===== src/rtl/load_store_unit.sv =====
// Load/store unit: one request at a time, a variable-latency ack handshake to the data memory,
// byte-lane steering, sign/zero extension, misalignment/illegal-size detection and an ack timeout.
module load_store_unit #(
  parameter int DataWidth     = 32,
  parameter int AddrWidth     = 32,
  parameter int TimeoutCycles = 255
) (
  input  logic                   clk,
  input  logic                   rst,
  input  logic                   req_valid,
  output logic                   req_ready,
  input  logic                   req_write,
  input  logic [2:0]             req_funct3,
  input  logic [AddrWidth-1:0]   req_addr,
  input  logic [DataWidth-1:0]   req_wdata,
  output logic                   resp_valid,
  output logic [DataWidth-1:0]   resp_rdata,
  output logic                   resp_error,
  output logic                   busy,
  output logic                   data_read,
  output logic [DataWidth/8-1:0] data_write,
  output logic [AddrWidth-1:0]   data_addr,
  output logic [DataWidth-1:0]   data_in,
  input  logic [DataWidth-1:0]   data_out,
  input  logic                   data_ack
);

  localparam int NumBytes = DataWidth / 8;
  localparam int OffWidth = $clog2(NumBytes);
  localparam int CntWidth = (TimeoutCycles > 2) ? $clog2(TimeoutCycles) : 1;
  localparam logic [CntWidth-1:0] CntLast =
    CntWidth'((TimeoutCycles > 0) ? (TimeoutCycles - 1) : 0);

  typedef enum logic [1:0] {
    ST_IDLE   = 2'd0,
    ST_ACCESS = 2'd1,
    ST_RESP   = 2'd2
  } state_t;

  state_t                r_state;
  state_t                w_next_state;
  logic                  r_write;
  logic [2:0]            r_funct3;
  logic [AddrWidth-1:0]  r_addr;
  logic [DataWidth-1:0]  r_wdata;
  logic [CntWidth-1:0]   r_cnt;
  logic                  r_err;
  logic [DataWidth-1:0]  r_rdata;

  logic [OffWidth-1:0]   w_req_off;
  logic                  w_illegal;
  logic                  w_misaligned;
  logic                  w_req_bad;
  logic                  w_timeout;
  logic [OffWidth-1:0]   w_off;
  logic [OffWidth+2:0]   w_shamt;
  logic [DataWidth-1:0]  w_lane;
  logic [DataWidth-1:0]  w_lmask;
  logic                  w_sign;
  logic [DataWidth-1:0]  w_load_ext;
  logic [NumBytes-1:0]   w_be_mask;
  logic [DataWidth-1:0]  w_dmask;
  logic [NumBytes-1:0]   w_strobe;
  logic [DataWidth-1:0]  w_store_data;

  // Request classification, decided from the live request while IDLE
  always_comb begin
    w_req_off = req_addr[OffWidth-1:0];
    w_illegal = ((req_funct3[1:0] == 2'd3) && (DataWidth == 32)) ||
                (!req_write && (req_funct3 == 3'b111)) ||
                (req_write && req_funct3[2]);
    case (req_funct3[1:0])
      2'd0:    w_misaligned = 1'b0;
      2'd1:    w_misaligned = w_req_off[0];
      2'd2:    w_misaligned = |w_req_off[1:0];
      default: w_misaligned = |w_req_off;
    endcase
    w_req_bad = w_illegal | w_misaligned;
    w_timeout = (TimeoutCycles != 0) && (r_cnt == CntLast);
  end

  // Lane steering for stores and extraction/extension for loads, from latched request
  always_comb begin
    w_off   = r_addr[OffWidth-1:0];
    w_shamt = {w_off, 3'b000};
    w_lane  = data_out >> w_shamt;
    case (r_funct3[1:0])
      2'd0: begin
        w_lmask   = DataWidth'(64'h0000_0000_0000_00FF);
        w_sign    = w_lane[7];
        w_be_mask = NumBytes'(8'h01);
      end
      2'd1: begin
        w_lmask   = DataWidth'(64'h0000_0000_0000_FFFF);
        w_sign    = w_lane[15];
        w_be_mask = NumBytes'(8'h03);
      end
      2'd2: begin
        w_lmask   = DataWidth'(64'h0000_0000_FFFF_FFFF);
        w_sign    = w_lane[31];
        w_be_mask = NumBytes'(8'h0F);
      end
      default: begin
        w_lmask   = {DataWidth{1'b1}};
        w_sign    = w_lane[DataWidth-1];
        w_be_mask = {NumBytes{1'b1}};
      end
    endcase
    w_load_ext = (w_lane & w_lmask) | ({DataWidth{w_sign & ~r_funct3[2]}} & ~w_lmask);
    for (int i = 0; i < NumBytes; i++) begin
      w_dmask[8*i +: 8] = {8{w_be_mask[i]}};
    end
    w_strobe     = w_be_mask << w_off;
    w_store_data = (r_wdata & w_dmask) << w_shamt;
  end

  // Next-state logic
  always_comb begin
    w_next_state = r_state;
    case (r_state)
      ST_IDLE: begin
        if (req_valid) begin
          w_next_state = w_req_bad ? ST_RESP : ST_ACCESS;
        end else begin
          w_next_state = ST_IDLE;
        end
      end
      ST_ACCESS: begin
        if (data_ack || w_timeout) begin
          w_next_state = ST_RESP;
        end else begin
          w_next_state = ST_ACCESS;
        end
      end
      ST_RESP: w_next_state = ST_IDLE;
      default: w_next_state = ST_IDLE;
    endcase
  end

  // State register
  always_ff @(posedge clk) begin
    if (rst) begin
      r_state <= ST_IDLE;
    end else begin
      r_state <= w_next_state;
    end
  end

  // Request latch, timeout counter and response capture
  always_ff @(posedge clk) begin
    if (rst) begin
      r_write  <= 1'b0;
      r_funct3 <= 3'b000;
      r_addr   <= {AddrWidth{1'b0}};
      r_wdata  <= {DataWidth{1'b0}};
      r_cnt    <= {CntWidth{1'b0}};
      r_err    <= 1'b0;
      r_rdata  <= {DataWidth{1'b0}};
    end else begin
      case (r_state)
        ST_IDLE: begin
          if (req_valid) begin
            r_write  <= req_write;
            r_funct3 <= req_funct3;
            r_addr   <= req_addr;
            r_wdata  <= req_wdata;
            r_cnt    <= {CntWidth{1'b0}};
            r_err    <= w_req_bad;
            r_rdata  <= {DataWidth{1'b0}};
          end
        end
        ST_ACCESS: begin
          // An ack on the last permitted cycle takes priority over the timeout
          if (data_ack) begin
            r_err   <= 1'b0;
            r_rdata <= r_write ? {DataWidth{1'b0}} : w_load_ext;
          end else if (w_timeout) begin
            r_err   <= 1'b1;
            r_rdata <= {DataWidth{1'b0}};
          end else begin
            r_cnt   <= r_cnt + CntWidth'(1);
          end
        end
        default: begin
          r_cnt <= r_cnt;
        end
      endcase
    end
  end

  // Outputs decoded from state and latched values only
  always_comb begin
    req_ready  = (r_state == ST_IDLE);
    busy       = (r_state != ST_IDLE);
    resp_valid = 1'b0;
    resp_error = 1'b0;
    resp_rdata = {DataWidth{1'b0}};
    data_read  = 1'b0;
    data_write = {NumBytes{1'b0}};
    data_addr  = {AddrWidth{1'b0}};
    data_in    = {DataWidth{1'b0}};
    if (r_state == ST_ACCESS) begin
      data_addr = {r_addr[AddrWidth-1:OffWidth], {OffWidth{1'b0}}};
      if (r_write) begin
        data_write = w_strobe;
        data_in    = w_store_data;
      end else begin
        data_read  = 1'b1;
      end
    end else if (r_state == ST_RESP) begin
      resp_valid = 1'b1;
      resp_error = r_err;
      resp_rdata = r_rdata;
    end else begin
      resp_valid = 1'b0;
    end
  end

endmodule


===== config.mk =====
export PLATFORM = sky130hd
export DESIGN_NAME = load_store_unit
export DESIGN_NICKNAME = d
export VERILOG_FILES = /design/src/rtl/load_store_unit.sv
export SDC_FILE = /design/constraint.sdc
export NUM_CORES = 1
export LEC_CHECK = 0
export ABC_AREA = 1
export CORE_MARGIN = 10
export CORE_UTILIZATION = 30
export CTS_CLUSTER_SIZE = 8
export DETAILED_ROUTE_END_ITERATION = 10
export PLACE_DENSITY = 0.68
export REMOVE_ABC_BUFFERS = 1
export SETUP_SLACK_MARGIN = 0.2
export SLEW_MARGIN = 10
export SYNTH_ARGS = -nofsm -noshare
export SYNTH_HDL_FRONTEND = slang
export SYNTH_SLANG_ARGS = --single-unit

===== constraint.sdc =====
create_clock -name clk -period 2.1 [get_ports clk]
set_input_delay 0.42 -clock clk [delete_from_list [all_inputs] [get_ports clk]]
set_output_delay 0.42 -clock clk [all_outputs]
set_load 0.02 [all_outputs]

# Yosys cells after proc, flatten, opt, wreduce, memory -nomap -nowiden
# Cells that the tools add are included.
totals:
  out_inout_bits: 105
  in_bits: 104
  wordCells: 80
  latch_bits: 0
  mem_count: 0
  rom_bits: 0
  ram_bits: 0
  regBits: 111
classes:
  shift: 3
  bitwise_logic: 8
  reduce_logical: 15
  div: 0
  eq_ne: 11
  n_mul: 0
  muxes: 34
  add_sub_neg: 1
  magnitude_cmp: 0
ops:
  columns: ["operator", "count"]
  rows:
  - ["2-to-1 mux 32 bit", 9]
  - ["case mux 32 bit (2 select lines)", 2]
  - ["AND 32 bit", 3]
  - ["inverter 32 bit", 1]
  - ["bitwise OR 32 bit", 1]
  - ["left shift 32 x 5 -> 32 bit", 1]
  - ["right shift 32 x 5 -> 32 bit", 1]
  - ["2-to-1 mux 8 bit", 3]
  - ["case mux 8 bit (2 select lines)", 1]
  - ["2-to-1 mux 1 bit", 9]
  - ["adder 8 x 1 -> 8 bit (second input constant)", 1]
  - ["== test 8 bit (second input constant)", 1]
  - ["2-to-1 mux 4 bit", 2]
  - ["case mux 4 bit (2 select lines)", 1]
  - ["== test 2 x 1 -> 1 bit (second input constant)", 3]
  - ["zero test 2 bit", 3]
  - ["2-to-1 mux 2 bit", 3]
  - ["inequality test 2 bit (second input constant)", 3]
  - ["case mux 1 bit (2 select lines)", 3]
  - ["== test 2 bit (second input constant)", 2]
  - ["case mux 2 bit (2 select lines)", 1]
  - ["AND reduction 4 bit", 1]
  - ["nonzero test 2 bit", 2]
  - ["left shift 4 x 2 -> 4 bit", 1]
  - ["other kinds (11)", 14]

# Logic depth before layout (Yosys ltp)
logic_depth:
  depth_word: 8
  mapped_depth: 11
  ltp_nobuf: 11

# Least setup slack after synthesis
# OpenSTA, ideal clock, no wires.
synth_timing:
  path_type: "register -> output"
  from: "register r_state[0]"
  to: "output data_in[0]"
  slack_ns: 0.220
  t_arrival_ns: 1.460
  n_path_buf: 0
  required_ns: 1.680
  path_stages_with_launch: 9
  cell_sequence: "dfxtp_1 -> nand2_4 -> nor2_2 -> inv_2 -> nor2_8 -> inv_2 -> nor2_4 -> inv_2 -> nor2_1"
synth_via:
  elab_chain_cells: 2
synth_lines:
  columns: ["element", "line", "text"]
  rows:
  - ["start, declared", "40", "state_t r_state;"]
  - ["start signal, assigned", "145", "r_state <= w_next_state;"]
  - ["== test 2 x 1 -> 1 bit", "202", "if (r_state == ST_ACCESS) begin"]
  - ["2-to-1 mux 32 bit", "202", null]
  - ["end, declared", "23", "output logic [DataWidth-1:0] data_in,"]
# Every way passes these cells.

# Final worst setup path
layout_timing:
  from: "register r_state[1]"
  to: "output data_in[28]"
# Same word-level chain as after synthesis.

==> results.sh <==
export IMPL_worstPathCellList="inv_2 -> nand2_4 -> nor2_4 -> inv_4 -> a21oi_4 -> buf_12 -> buf_4 -> nand3_2 -> inv_1 -> buf_6"
export IMPL_rsz0062_at_grt="yes"
export IMPL_hp_class="register to register"
export IMPL_via_count=6656
export IMPL_total_power_uw=5320
export IMPL_wl_per_cell_um=15.8
export IMPL_fillers=1992
export IMPL_outcome="completed"
export IMPL_syn_avg_cell_area_sq_um=6.57
export IMPL_die_area_sq_um=26100
export IMPL_grt_use_met1=0.197
export IMPL_core_sq_um=19600
export IMPL_overflow=0
export IMPL_wl_um=22100
export IMPL_yosysTopAreaCell="dfxtp_1"
export IMPL_critPathKind="register to output port"
export IMPL_syn_cell_area_sq_um=6000
export IMPL_dpl_cell_area_sq_um=8490
export IMPL_hpwl_um=15400
export IMPL_yosys_top_cells_area="dfxtp_1 (37%), nand2_1 (9.0%), o21ai_0 (8.3%)"
export IMPL_design_area_sq_um=9200
export IMPL_post_route_period_util=0.986
export IMPL_grt_start_max_net_pins=58
export IMPL_power_density_nw_per_um2=577
export IMPL_antenna_found_initial=1
export IMPL_clk_latency_ns=0.35
export IMPL_busiest_layer="met2"
export IMPL_final_max_slew_viol_count=0
export IMPL_cts_tree="built"
export IMPL_io_pins=209
export IMPL_ant_nets=0
export IMPL_clk_pin_slew_ns=0.07
export IMPL_ir_drop_uv=379
export IMPL_skew_ns=0.00890
export IMPL_cts_hold_buf=0
export IMPL_ys_types=39
export IMPL_drt_first_pass_iters=5
export IMPL_grt_pass1_wl_um=33900
export IMPL_htree_levels=3
export IMPL_yosysTopAreaCellShare=0.370
export IMPL_cp_top_family="buffers and inverters"
export IMPL_leakage_uw=0.00375
export IMPL_synth_edf_count=0
export IMPL_cts_root_buf="clkbuf_16"
export IMPL_drive_above_1_share=0.255
export IMPL_port_buffers=206
export IMPL_hold_violations=0
export IMPL_grt_use_total=0.159
export IMPL_synthCells=913
export IMPL_cp_end_kind="output port"
export IMPL_dp_slack_ns=-0.112
export IMPL_setup_slack_ns=0.0301
export IMPL_yosys_warnings=0
export IMPL_die_y_um=161
export IMPL_area_delta_synth_final_pct=53.4
export IMPL_nets=1235
export IMPL_ys_seq_area_frac=0.370
export IMPL_arrival_ns=1.65
export IMPL_required_ns=1.68
export IMPL_crit_path_start_kind="register"
export IMPL_multiInputGateArea_sq_um=3220
export IMPL_ys_ff_latch=111
export IMPL_fp_row_count=51
export IMPL_period_minus_slack_ns=2.07
export IMPL_dieWidth_um=161
export IMPL_clock_sinks=111
export IMPL_grt_util_met2=0.255
export IMPL_slowest_stage="dfxtp_2"
export IMPL_use_met3=0.0574
export IMPL_worstPathMaxFanout=6
export IMPL_gp_congestion=0.785
export IMPL_worst_path_buf_inv=6
export IMPL_dominantRegCellSynth="dfxtp_1"
export IMPL_whs_ns=0.454
export IMPL_finalSetupViolations=0
export IMPL_ff_latch_area_sq_um=2240
export IMPL_final_util=0.470
export IMPL_clockBufferDepth=2
export IMPL_max_cap_viol_count=0
export IMPL_drt_iter0_drc=356
export IMPL_slowest_delay_ns=0.33
export IMPL_grt_pass1_vias=6424
export IMPL_start_util=0.306
export IMPL_max_freq_mhz=483
export IMPL_synth_async_reset_ratio=0
export IMPL_viasPerCell=4.75
export IMPL_numCtsBuffers=9
export IMPL_drc=0
flip-flops by register name, indices dropped and copies added, names as in the netlist:
| register | count |
|---|---|
| r_addr | 32 |
| r_cnt | 8 |
| r_err | 1 |
| r_funct3 | 3 |
| r_rdata | 32 |
| r_state | 2 |
| r_wdata | 32 |
| r_write | 1 |
report_power, final:
part / switching [uW] / internal [uW]
Combinational: 778 / 566
Clock: 849 / 821
Sequential: 59.6 / 2240
Total: 1690 / 3630
final cells by class:
| class | count | share of cell area |
|---|---|---|
| Tap cell | 265 | 0.0360 |
| Antenna cell | 2 | 0.000544 |
| Clock buffer | 9 | 0.0245 |
| Inverter | 133 | 0.0580 |
| Sequential cell | 111 | 0.243 |
| Timing Repair Buffer | 267 | 0.281 |
| Multi-Input combinational cell | 606 | 0.350 |
| Clock inverter | 7 | 0.00625 |
| Timing Repair inverter | 1 | 0.000952 |
tightest hold or removal path: stages (launching register included):
cell	delay [ns]
dfxtp_1	0.30
inv_1	0.06
a21oi_1	0.05
cells by family (layout without fill, tap and decap cells):
group	count (synthesis)	in the layout	synth area share
AND/OR/NAND/NOR	349	349	0.251
AO/OA/AOI/OAI	251	251	0.230
XOR/XNOR	2	2	0.00292
adder cells (fa/ha/maj)	2	2	0.00417
other	1	4	0.000625
flip-flops	111	111	0.370
buffers and inverters	197	417	0.141
stage by stage:
step                cells  setup TNS, ns
global route         1401         -0.701
finish               1401              0
CTS                  1387              0
global placement     1362         -0.431
detailed placement   1362         -0.918
floorplan             850         -24.46
cells in the final DEF (no fill, tap or decap), types with 4 or more instances in the layout:
cell / netlist / final
dfxtp_1: 111 / 105
buf_2: 19 / 28
a21oi_1: 97 / 97
buf_12: 0 / 15
inv_2: 6 / 9
o21ai_2: 0 / 8
o21ai_1: 5 / 9
nor2_4: 4 / 19
inv_4: 1 / 4
o21ai_0: 99 / 87
buf_4: 2 / 72
clkdlybuf4s15_2: 0 / 9
buf_6: 9 / 34
nor2_1: 131 / 98
o22ai_1: 11 / 8
clkbuf_16: 0 / 11
a31oi_1: 7 / 7
nand2_2: 4 / 6
inv_1: 124 / 117
nor3_2: 0 / 8
nand2_1: 144 / 142
a21oi_2: 12 / 12
o211ai_1: 15 / 15
nor2_2: 1 / 19
clkdlybuf4s50_1: 0 / 102
nand3_1: 45 / 40
nand3_2: 3 / 8
worst paths after layout:
path | start | to | slack [ns] | cells after the start
setup / recovery | r_state[1] | data_in[28] | 0.03 | 10
hold / removal | r_addr[29] | r_addr[29] | 0.45 | 2
setup reg to reg | r_addr[0] | r_rdata[17] | 0.37 | 10
hold reg to reg | r_addr[29] | r_addr[29] | 0.45 | 2
cells in the mapped netlist (2+ instances only):
library cell / count
a21oi_1: 97
a21oi_2: 12
a31oi_1: 7
buf_1: 8
buf_2: 19
buf_4: 2
buf_6: 9
clkbuf_1: 26
dfxtp_1: 111
ha_1: 2
inv_1: 124
inv_2: 6
nand2_1: 144
nand2_2: 4
nand2_4: 3
nand3_1: 45
nand3_2: 3
nor2_1: 131
nor2_4: 4
nor3_1: 8
o211ai_1: 15
o21ai_0: 99
o21ai_1: 5
o21bai_1: 3
o22ai_1: 11
xor2_1: 2
routing by layer:
layer / part of all wire / vias to the layer above / routed length, um
li1: - / 3360 / -
met1: 0.44 / 3034 / 9730
met2: 0.45 / 240 / 9980
met3: 0.090 / 22 / 1980
met4: 0.017 / 0 / 385
met5: 0 / - / 0
timing repair:
action / CTS / global route
hold endpoints to repair: 0 / 0
resized for setup: 534 / 71
cloned: 0 / 3
setup endpoints to repair: 103 / 120
buffers inserted: 9 / 9
pin swaps: 16 / 7
Note: power is estimated with default switching activity, not from simulation.
